[config.mk]
export PLATFORM = sky130hd
export DESIGN_NAME = imem_loader
export DESIGN_NICKNAME = d
export VERILOG_FILES = /design/src/rtl/imem_loader.sv
export SDC_FILE = /design/constraint.sdc
export NUM_CORES = 1
export LEC_CHECK = 0
export ABC_AREA = 1
export CAP_MARGIN = 20
export CORE_MARGIN = 2
export CORE_UTILIZATION = 47
export DETAILED_ROUTE_END_ITERATION = 12
export HOLD_SLACK_MARGIN = 0.12
export PLACE_DENSITY = 0.72
export SKIP_LAST_GASP = 1
export SYNTH_ARGS = -nofsm -noshare
export SYNTH_HDL_FRONTEND = slang
export SYNTH_SLANG_ARGS = --single-unit
[constraint.sdc]
create_clock -name clk -period 4.85 [get_ports clk]
set_input_delay 1.455 -clock clk [delete_from_list [all_inputs] [get_ports clk]]
set_output_delay 1.455 -clock clk [all_outputs]
set_load 0.02 [all_outputs]
[src/rtl/imem_loader.sv]
// -----------------------------------------------------------------------------
// imem_loader
//
// Boot-time instruction-memory loader. It accepts a byte stream over a
// valid/ready handshake. The first byte of a load is a length header N, giving
// the number of words. The next 4*N bytes are assembled big-endian into 32-bit
// words. Those words are written to consecutive instruction-memory addresses,
// starting at 0. The CPU is held in reset until the image is complete.
//
// Optional feature (compile-time macro LOADER_CHECKSUM_EN):
//   After the last word, one further byte is expected. It must equal the XOR
//   of the header byte and all payload bytes. A mismatch rejects the load.
//   The words have already been written by then; a rejected load only keeps
//   the CPU in reset.
//
// Parameters:
//   ADDR_W     instruction-memory word-address width
//   MAX_WORDS  largest legal header value (must be <= 2**ADDR_W)
//
// Ports:
//   clk          system clock, rising edge
//   rst_n        asynchronous active-low reset
//   start        single-cycle pulse that begins a load (idle/done/error only)
//   in_valid     in_data carries a byte
//   in_data      stream byte
//   in_ready     loader accepts a byte this cycle (state-decoded only)
//   imem_we      one-cycle write strobe per assembled word
//   imem_addr    word address of the current write (held between writes)
//   imem_wdata   assembled word (held between writes)
//   word_count   words written so far in the current load
//   cpu_rst_n    CPU reset; high only once the image is accepted
//   done         image loaded and accepted
//   error        load rejected
// -----------------------------------------------------------------------------
module imem_loader #(
  parameter int ADDR_W    = 5,
  parameter int MAX_WORDS = 32
) (
  input  logic              clk,
  input  logic              rst_n,
  input  logic              start,
  input  logic              in_valid,
  input  logic [7:0]        in_data,
  output logic              in_ready,
  output logic              imem_we,
  output logic [ADDR_W-1:0] imem_addr,
  output logic [31:0]       imem_wdata,
  output logic [ADDR_W:0]   word_count,
  output logic              cpu_rst_n,
  output logic              done,
  output logic              error
);

  localparam int CNT_W = ADDR_W + 1;

  typedef enum logic [2:0] {
    S_IDLE,
    S_LEN,
    S_DATA,
`ifdef LOADER_CHECKSUM_EN
    S_CSUM,
`endif
    S_DONE,
    S_ERR
  } state_t;

  state_t            state_q, state_d;
  logic [1:0]        lane;
  logic [23:0]       shift;     // bytes 0..2 of the word being assembled
  logic [CNT_W-1:0]  n_words;
  logic              accept;
  logic              load;
  logic              last_lane;
  logic              last_word;
  logic              hdr_ok;
`ifdef LOADER_CHECKSUM_EN
  logic [7:0]        csum;
`endif

  assign accept    = in_valid && in_ready;
  // A load may restart only from a resting state. Start is ignored mid-load.
  assign load      = start && (state_q == S_IDLE || state_q == S_DONE ||
                               state_q == S_ERR);
  assign last_lane = (lane == 2'd3);
  assign last_word = ((word_count + CNT_W'(1)) == n_words);
  assign hdr_ok    = (in_data != 8'd0) && (32'(in_data) <= MAX_WORDS);

  // CPU release follows the registered done flag. Both rise together.
  assign cpu_rst_n = done;

  // ---------------------------------------------------------------------------
  // State register
  // ---------------------------------------------------------------------------
  // NOTE: sequential state uses non-blocking (<=) assignments, so every flop
  // samples the values from before the edge, whatever the statement order.
  always_ff @(posedge clk or negedge rst_n) begin
    if (!rst_n) state_q <= S_IDLE;
    else        state_q <= state_d;
  end

  // ---------------------------------------------------------------------------
  // Next-state and handshake decode
  // ---------------------------------------------------------------------------
  // NOTE: every output of this block is assigned a default first. A path that
  // leaves a signal unassigned would otherwise infer a latch.
  always_comb begin
    state_d  = state_q;
    in_ready = 1'b0;
    unique case (state_q)
      S_IDLE: begin
        if (start) state_d = S_LEN;
      end
      S_LEN: begin
        in_ready = 1'b1;
        if (accept) state_d = hdr_ok ? S_DATA : S_ERR;
      end
      S_DATA: begin
        in_ready = 1'b1;
        if (accept && last_lane && last_word) begin
`ifdef LOADER_CHECKSUM_EN
          state_d = S_CSUM;
`else
          state_d = S_DONE;
`endif
        end
      end
`ifdef LOADER_CHECKSUM_EN
      S_CSUM: begin
        in_ready = 1'b1;
        if (accept) state_d = (in_data == csum) ? S_DONE : S_ERR;
      end
`endif
      S_DONE: begin
        if (start) state_d = S_LEN;
      end
      S_ERR: begin
        if (start) state_d = S_LEN;
      end
      default: state_d = S_IDLE;
    endcase
  end

  // ---------------------------------------------------------------------------
  // Datapath: word assembly, write strobe, counters, status flags
  // ---------------------------------------------------------------------------
  always_ff @(posedge clk or negedge rst_n) begin
    if (!rst_n) begin
      lane       <= 2'd0;
      shift      <= 24'd0;
      n_words    <= '0;
      imem_we    <= 1'b0;
      imem_addr  <= '0;
      imem_wdata <= 32'd0;
      word_count <= '0;
      done       <= 1'b0;
      error      <= 1'b0;
`ifdef LOADER_CHECKSUM_EN
      csum       <= 8'd0;
`endif
    end else begin
      imem_we <= 1'b0;
      // The status flags follow the resting state one cycle later. So done
      // rises the cycle after the final write strobe. Start clears the flags
      // on the same edge that leaves the resting state.
      done    <= (state_q == S_DONE) && !start;
      error   <= (state_q == S_ERR)  && !start;

      if (load) begin
        lane       <= 2'd0;
        shift      <= 24'd0;
        imem_addr  <= '0;
        word_count <= '0;
`ifdef LOADER_CHECKSUM_EN
        csum       <= 8'd0;
`endif
      end else if (accept) begin
        if (state_q == S_LEN) begin
          // Out-of-range headers are truncated here, but they go to ERR anyway.
          n_words <= CNT_W'(in_data);
`ifdef LOADER_CHECKSUM_EN
          csum    <= csum ^ in_data;
`endif
        end else if (state_q == S_DATA) begin
          lane <= lane + 2'd1;
`ifdef LOADER_CHECKSUM_EN
          csum <= csum ^ in_data;
`endif
          if (last_lane) begin
            imem_we    <= 1'b1;
            imem_wdata <= {shift, in_data};
            imem_addr  <= word_count[ADDR_W-1:0];  // wraps modulo 2**ADDR_W
            word_count <= word_count + CNT_W'(1);
          end else begin
            shift <= {shift[15:0], in_data};
          end
        end
      end
    end
  end

endmodule

== Word-level counts from Yosys, hierarchy flattened ==
Index checks and enable logic that the tools add are counted.

* $add $sub $neg: 2
* $lt $le $gt $ge: 1
* Eq/ne operators: 11
* Muxes and demuxes: 30
* Bitwise logic cells: 2
* Reduce and logical (&&, ||, !) cells: 23

{| class="wikitable"
|+ Operator list
! operator !! count
|-
| 24-bit 2-to-1 mux || 5
|-
| 6-bit 2-to-1 mux || 5
|-
| 5-bit 2-to-1 mux || 5
|-
| 3-bit 2-to-1 mux || 4
|-
| 3-bit one-hot mux with 3 select lines || 1
|-
| 3-bit AND reduction || 3
|-
| 8-bit by 6-bit less-or-equal comparator with 1-bit output, second input constant || 1
|-
| 2-bit 2-to-1 mux || 4
|-
| 2-bit inequality test, second input constant || 4
|-
| 4-bit AND reduction || 2
|-
| 8-bit nonzero test || 1
|-
| 1-bit logical AND || 7
|-
| 6-bit by 1-bit adder with 6-bit output, second input constant || 1
|-
| 3-bit by 2-bit == test with 1-bit output, second input constant || 2
|-
| 6-bit == test || 1
|-
| 1-bit 2-to-1 mux || 6
|-
| 2-bit nonzero test || 3
|-
| 5-bit AND reduction || 1
|-
| 3-bit by 1-bit == test with 1-bit output, second input constant || 1
|-
| 3-bit == test, second input constant || 1
|-
| 3-bit zero test || 1
|-
| 3-bit OR reduction || 1
|-
| 2-bit by 1-bit adder with 2-bit output, second input constant || 1
|-
| 2-bit == test, second input constant || 1
|-
| 5 further kinds || 7
|}

* Flip-flop bits (word level): 81
* Output and inout bits: 48
* Word-level logic and storage cells: 79

== Logic depth before layout (Yosys ltp) ==
* Word-level depth: 8
* Mapped depth: 12

== Least setup slack after synthesis ==
Ideal clock, no wire load.

* Kind: input port to flip-flop
* Start point: input start
* End point: register shift[14]
* Setup time: 0.122 ns
* Arrival time: 2.273 ns
* Path slack: 2.455 ns
* Stages on the path: 6
* Cell sequence: nand3_1 nand2_1 nand2_1 a21oi_2 buf_2 o21ai_1

* Word-level cells in the longest chain between the ends: 3
* Elaborated cells on any way between the ends: 7
* Classes of those cells: eq/ne (2); mux (1); reduce/logical (4)

{| class="wikitable"
|+ Ends and longest elaborated chain
! item !! RTL line !! RTL
|-
| start, declared || 41 || <nowiki>input logic start,</nowiki>
|-
| 1-bit logical AND * || 82 || <nowiki>assign load = start && (state_q == S_IDLE || state_q == S_DONE ||</nowiki>
|-
| 2-bit inequality test (no line) / 2-bit nonzero test (equally long branches) || n/a ||
|-
| 4-bit AND reduction (no line) || n/a ||
|-
| end signal, assigned || 194 || <nowiki>shift <= {shift[15:0], in_data};</nowiki>
|-
| end, declared || 69 || <nowiki>logic [23:0] shift;</nowiki>
|}

Mark *: on every way between the ends. The rest lies on a longest branch, timed or not.
A chain may end at the register's enable or synchronous reset.

== Worst setup path after layout ==
* Start point: register state_q[1]
* End point: output in_ready

* Word-level cells in the longest chain between the ends: 3
* Elaborated cells on any way between the ends: 4
* Classes of those cells: eq/ne (2); mux (1); reduce/logical (1)

{| class="wikitable"
|+ Ends and longest elaborated chain
! item !! RTL line !! RTL
|-
| start, declared || 67 || <nowiki>state_t state_q, state_d;</nowiki>
|-
| start signal, assigned || 98 || <nowiki>else state_q <= state_d;</nowiki>
|-
| 3-bit by 1-bit == test with 1-bit output / 3-bit by 2-bit == test with 1-bit output (equally long branches) || 109 || <nowiki>unique case (state_q)</nowiki>
|-
| 2-bit OR reduction (no line) * || n/a ||
|-
| 1-bit 2-to-1 mux * || 109 ||
|-
| end, declared || 44 || <nowiki>output logic in_ready,</nowiki>
|}

Marks and branches as above.

==> impl_metrics.py <==
metrics = {
    "detailed_routing": {
        "top_layer_used": "met4",
        "vias": 2780,
        "m1WireLength_um": 3480,
        "drt-total-wl_um": 7270,
        "drt_iter0_drc": 186,
        "wl_per_cell_um": 13.3,
        "drt_pre_antenna_iters": 4,
        "wl_met3_um": 304,
        "drc": 0,
        "avgViaCountPerCell": 5.08,
        "routed-wl-met2_um": 3300,
        "drtAntennaViolNets": 0,
    },
    "run_status": {
        "status": "complete, no violations",
    },
    "floorplan": {
        "die_y_um": 91.9,
        "row_count": 32,
        "io_pins": 60,
        "initial_core_util_pct": 47.8,
        "core-area_um2": 7610,
        "die_w_um": 91.9,
        "dieArea_um2": 8450,
    },
    "global_route": {
        "grt_start_max_net_pins": 82,
        "grt_overflow": 0,
        "grt_pass1_vias": 2550,
        "grt_pass1_wl_um": 12100,
        "antenna_found_initial": 0,
        "track_usage_pct": 18.0,
    },
    "setup_path": {
        "end_kind": "output pin",
        "required_ns": 3.39,
        "start_kind": "flip-flop",
        "cpPeakStageDelay_ns": 0.61,
        "worstPathMaxFanout": 5,
        "path_cells": "inv_2, nand3_1, nand2_2, clkdlybuf4s50_1",
        "critPathKind": "flip-flop to output pin",
        "cp_top_family": "buffers and inverters",
        "critical_path_buf_inv_count": 2,
        "crit_arrival_ns": 1.80,
        "crit_path_top_delay_cell": "clkdlybuf4s50_1",
    },
    "yosys": {
        "syn_area_um2": 3630,
        "ys_seq_elements": 81,
        "syn-num-nets": 401,
        "synthArstFlopShare_pct": 100,
        "synth_top_family_by_area": "simple AND/OR/NAND/NOR gates",
        "synthMuxAreaShare_pct": 0,
        "synth_xor_area_share_pct": 0,
        "syn_avg_cell_area_um2": 9.39,
        "synth_flop_cell": "dfrtp_1",
        "synth-simple-area-share_pct": 17.5,
        "yosys_warnings": 0,
        "synth_fa_ha_area_share_pct": 0.689,
        "synth_edf_count": 0,
        "yosysUniqueCellTypes": 25,
        "synthCells": 387,
        "yosysSeqAreaShare_pct": 55.8,
        "synth_compound_area_share_pct": 15.8,
    },
    "timing": {
        "rsz0062_at_grt": "no",
        "skew_ns": 0.00739,
        "setup_viol": 0,
        "tightest_slew_ns": 1.04,
        "slew_viol_final": 0,
        "final_min_period_over_clock_period_pct": 67.2,
        "clock.fmax_mhz": 307,
        "finalSetupTns_ns": 0,
        "period_needed_ns": 3.26,
        "hold_viol_final": 0,
        "maxSlewHeadroom_pct": 30.6,
    },
    "placement": {
        "hpwlAfterDp_um": 4970,
        "place.gp.congestion": 0.796,
        "portBuffers": 59,
    },
    "pwr": {
        "ir_worst_vdd_mv": 0.358,
        "p_total_mw": 3.17,
        "leakagePower_nw": 2.04,
        "power_density_nw_per_um2": 714,
    },
    "finish": {
        "final_cell_mix": "81 x dfrtp_1, 80 x nand2_1, 58 x inv_1, 58 x clkdlybuf4s50_1, 32 x o21ai_1",
        "num_antenna_cells": 0,
        "drive_above_1_share_pct": 13.7,
        "nFillCells": 668,
        "layout_commonest_cell": "dfrtp_1",
        "fin_nets": 454,
        "syn2layout_area_growth_pct": 22.1,
    },
    "clock_network": {
        "htreeDepth": 3,
        "post_cts_resized": 0,
        "post-cts-setup-buffer-count": 0,
        "cts_sinks": 81,
        "ctsHoldBuffers": 0,
        "clk_path_buf_depth": 2,
        "root_buffer": "clkbuf_8",
        "cts_buffers": 9,
        "clk_pin_slew_ns": 0.08,
        "cts_tree": "yes",
        "worstSkewPairLatency_ns": 0.35,
    },
    "worst_hold_path": {
        "hp-class": "flip-flop to flip-flop",
    },
    "job": {
        "maxCapViolations": 0,
    },
}
## logic make-up after synthesis
| group | after synthesis |
|---|---|
| AOI/OAI and AO/OA | 82 |
| adders and majority gates | 2 |
| buffers and inverters | 82 |
| DFF | 81 |
| and+or+nand+nor | 140 |
## state kept, by name, summed over array words and instances, names as in the netlist
signal / flops
imem_wdata: 32
shift: 24
n_words: 6
word_count: 6
imem_addr: 5
state_q: 3
lane: 2
cpu_rst_n: 1
error: 1
imem_we: 1
## worst register-to-register path, cell delays in order (launching register included)
cell     delay, ns
dfrtp_1       0.43
inv_2         0.09
nand3_1       0.16
nand2_2       0.16
nand3_2       0.10
o21ai_2       0.62
nand2_2       0.20
buf_12        0.27
nand2_1       0.18
o21ai_2       0.06
## report_power, final
part	internal (mW)	switching (mW)	leakage (nW)	total (mW)
clock	0.198	0.237	0.0891	0.435
sequential	0.956	0.182	1.06	1.14
combinational	0.625	0.972	0.893	1.60
## cell type report
| type | instances | area (µm²) | share of cell area [%] |
|---|---|---|---|
| sequential | 81 | 2030 | 45.7 |
| timing repair buffer | 62 | 643 | 14.5 |
| clock inverter | 5 | 31.3 | 0.705 |
| multi-input combinational | 224 | 1230 | 27.8 |
| inverter | 62 | 233 | 5.24 |
| clock buffer | 11 | 141 | 3.19 |
| tap | 102 | 128 | 2.88 |
## per-stage QoR
| stage | area, µm² | hold slack (ns) | worst slack, ns | instances | util (%) |
|---|---|---|---|---|---|
| 2_1_floorplan | 3630 | 0.451 | 2.46 | 387 | - |
| 3_5_place_dp | 4240 | 0.472 | 1.26 | 530 | 55.7 |
| 4_1_cts | 4410 | 0.490 | 1.58 | 546 | 58.0 |
| 5_1_grt | 4440 | 0.517 | 1.47 | 547 | 58.3 |
| 3_3_place_gp | 4240 | 0.470 | 1.38 | 530 | 55.7 |
| 6_report | 4440 | 0.487 | 1.59 | 547 | 58.3 |
## synth_stat cells, types with 4 or more instances
| library cell | n | area share, % |
|---|---|---|
| o21ai_1 | 32 | 4.4 |
| nor2_1 | 8 | 0.83 |
| o21ai_0 | 14 | 1.9 |
| inv_2 | 4 | 0.41 |
| nand4_1 | 26 | 4.5 |
| nand2_1 | 81 | 8.4 |
| o22ai_2 | 9 | 3.1 |
| nand3_1 | 19 | 2.6 |
| buf_2 | 8 | 1.1 |
| clkbuf_1 | 4 | 0.41 |
| buf_6 | 7 | 2.2 |
| dfrtp_1 | 81 | 56 |
| o21ai_2 | 23 | 5.5 |
| inv_1 | 58 | 6.0 |
## layer usage
metal	global-route usage, %	up-vias
met1	26.0	1321
met3	2.55	11
met2	26.8	74
met5	0	-
met4	9.08	0
li1	-	1374
## final timing paths
kind | startpoint | end | slack [ns] | cells after the start
max reg2reg | state_q[1] | imem_wdata[13] | 2.46 | 9
min reg2reg | state_q[2] | cpu_rst_n | 0.49 | 1
max | state_q[1] | in_ready | 1.59 | 4
min | state_q[2] | cpu_rst_n | 0.49 | 1
max in group asynchronous | rst_n | lane[0] | 3.33 | 2
min in group asynchronous | rst_n | word_count[3] | 0.95 | 1
No activity file was read; power rests on OpenSTA's default activity.
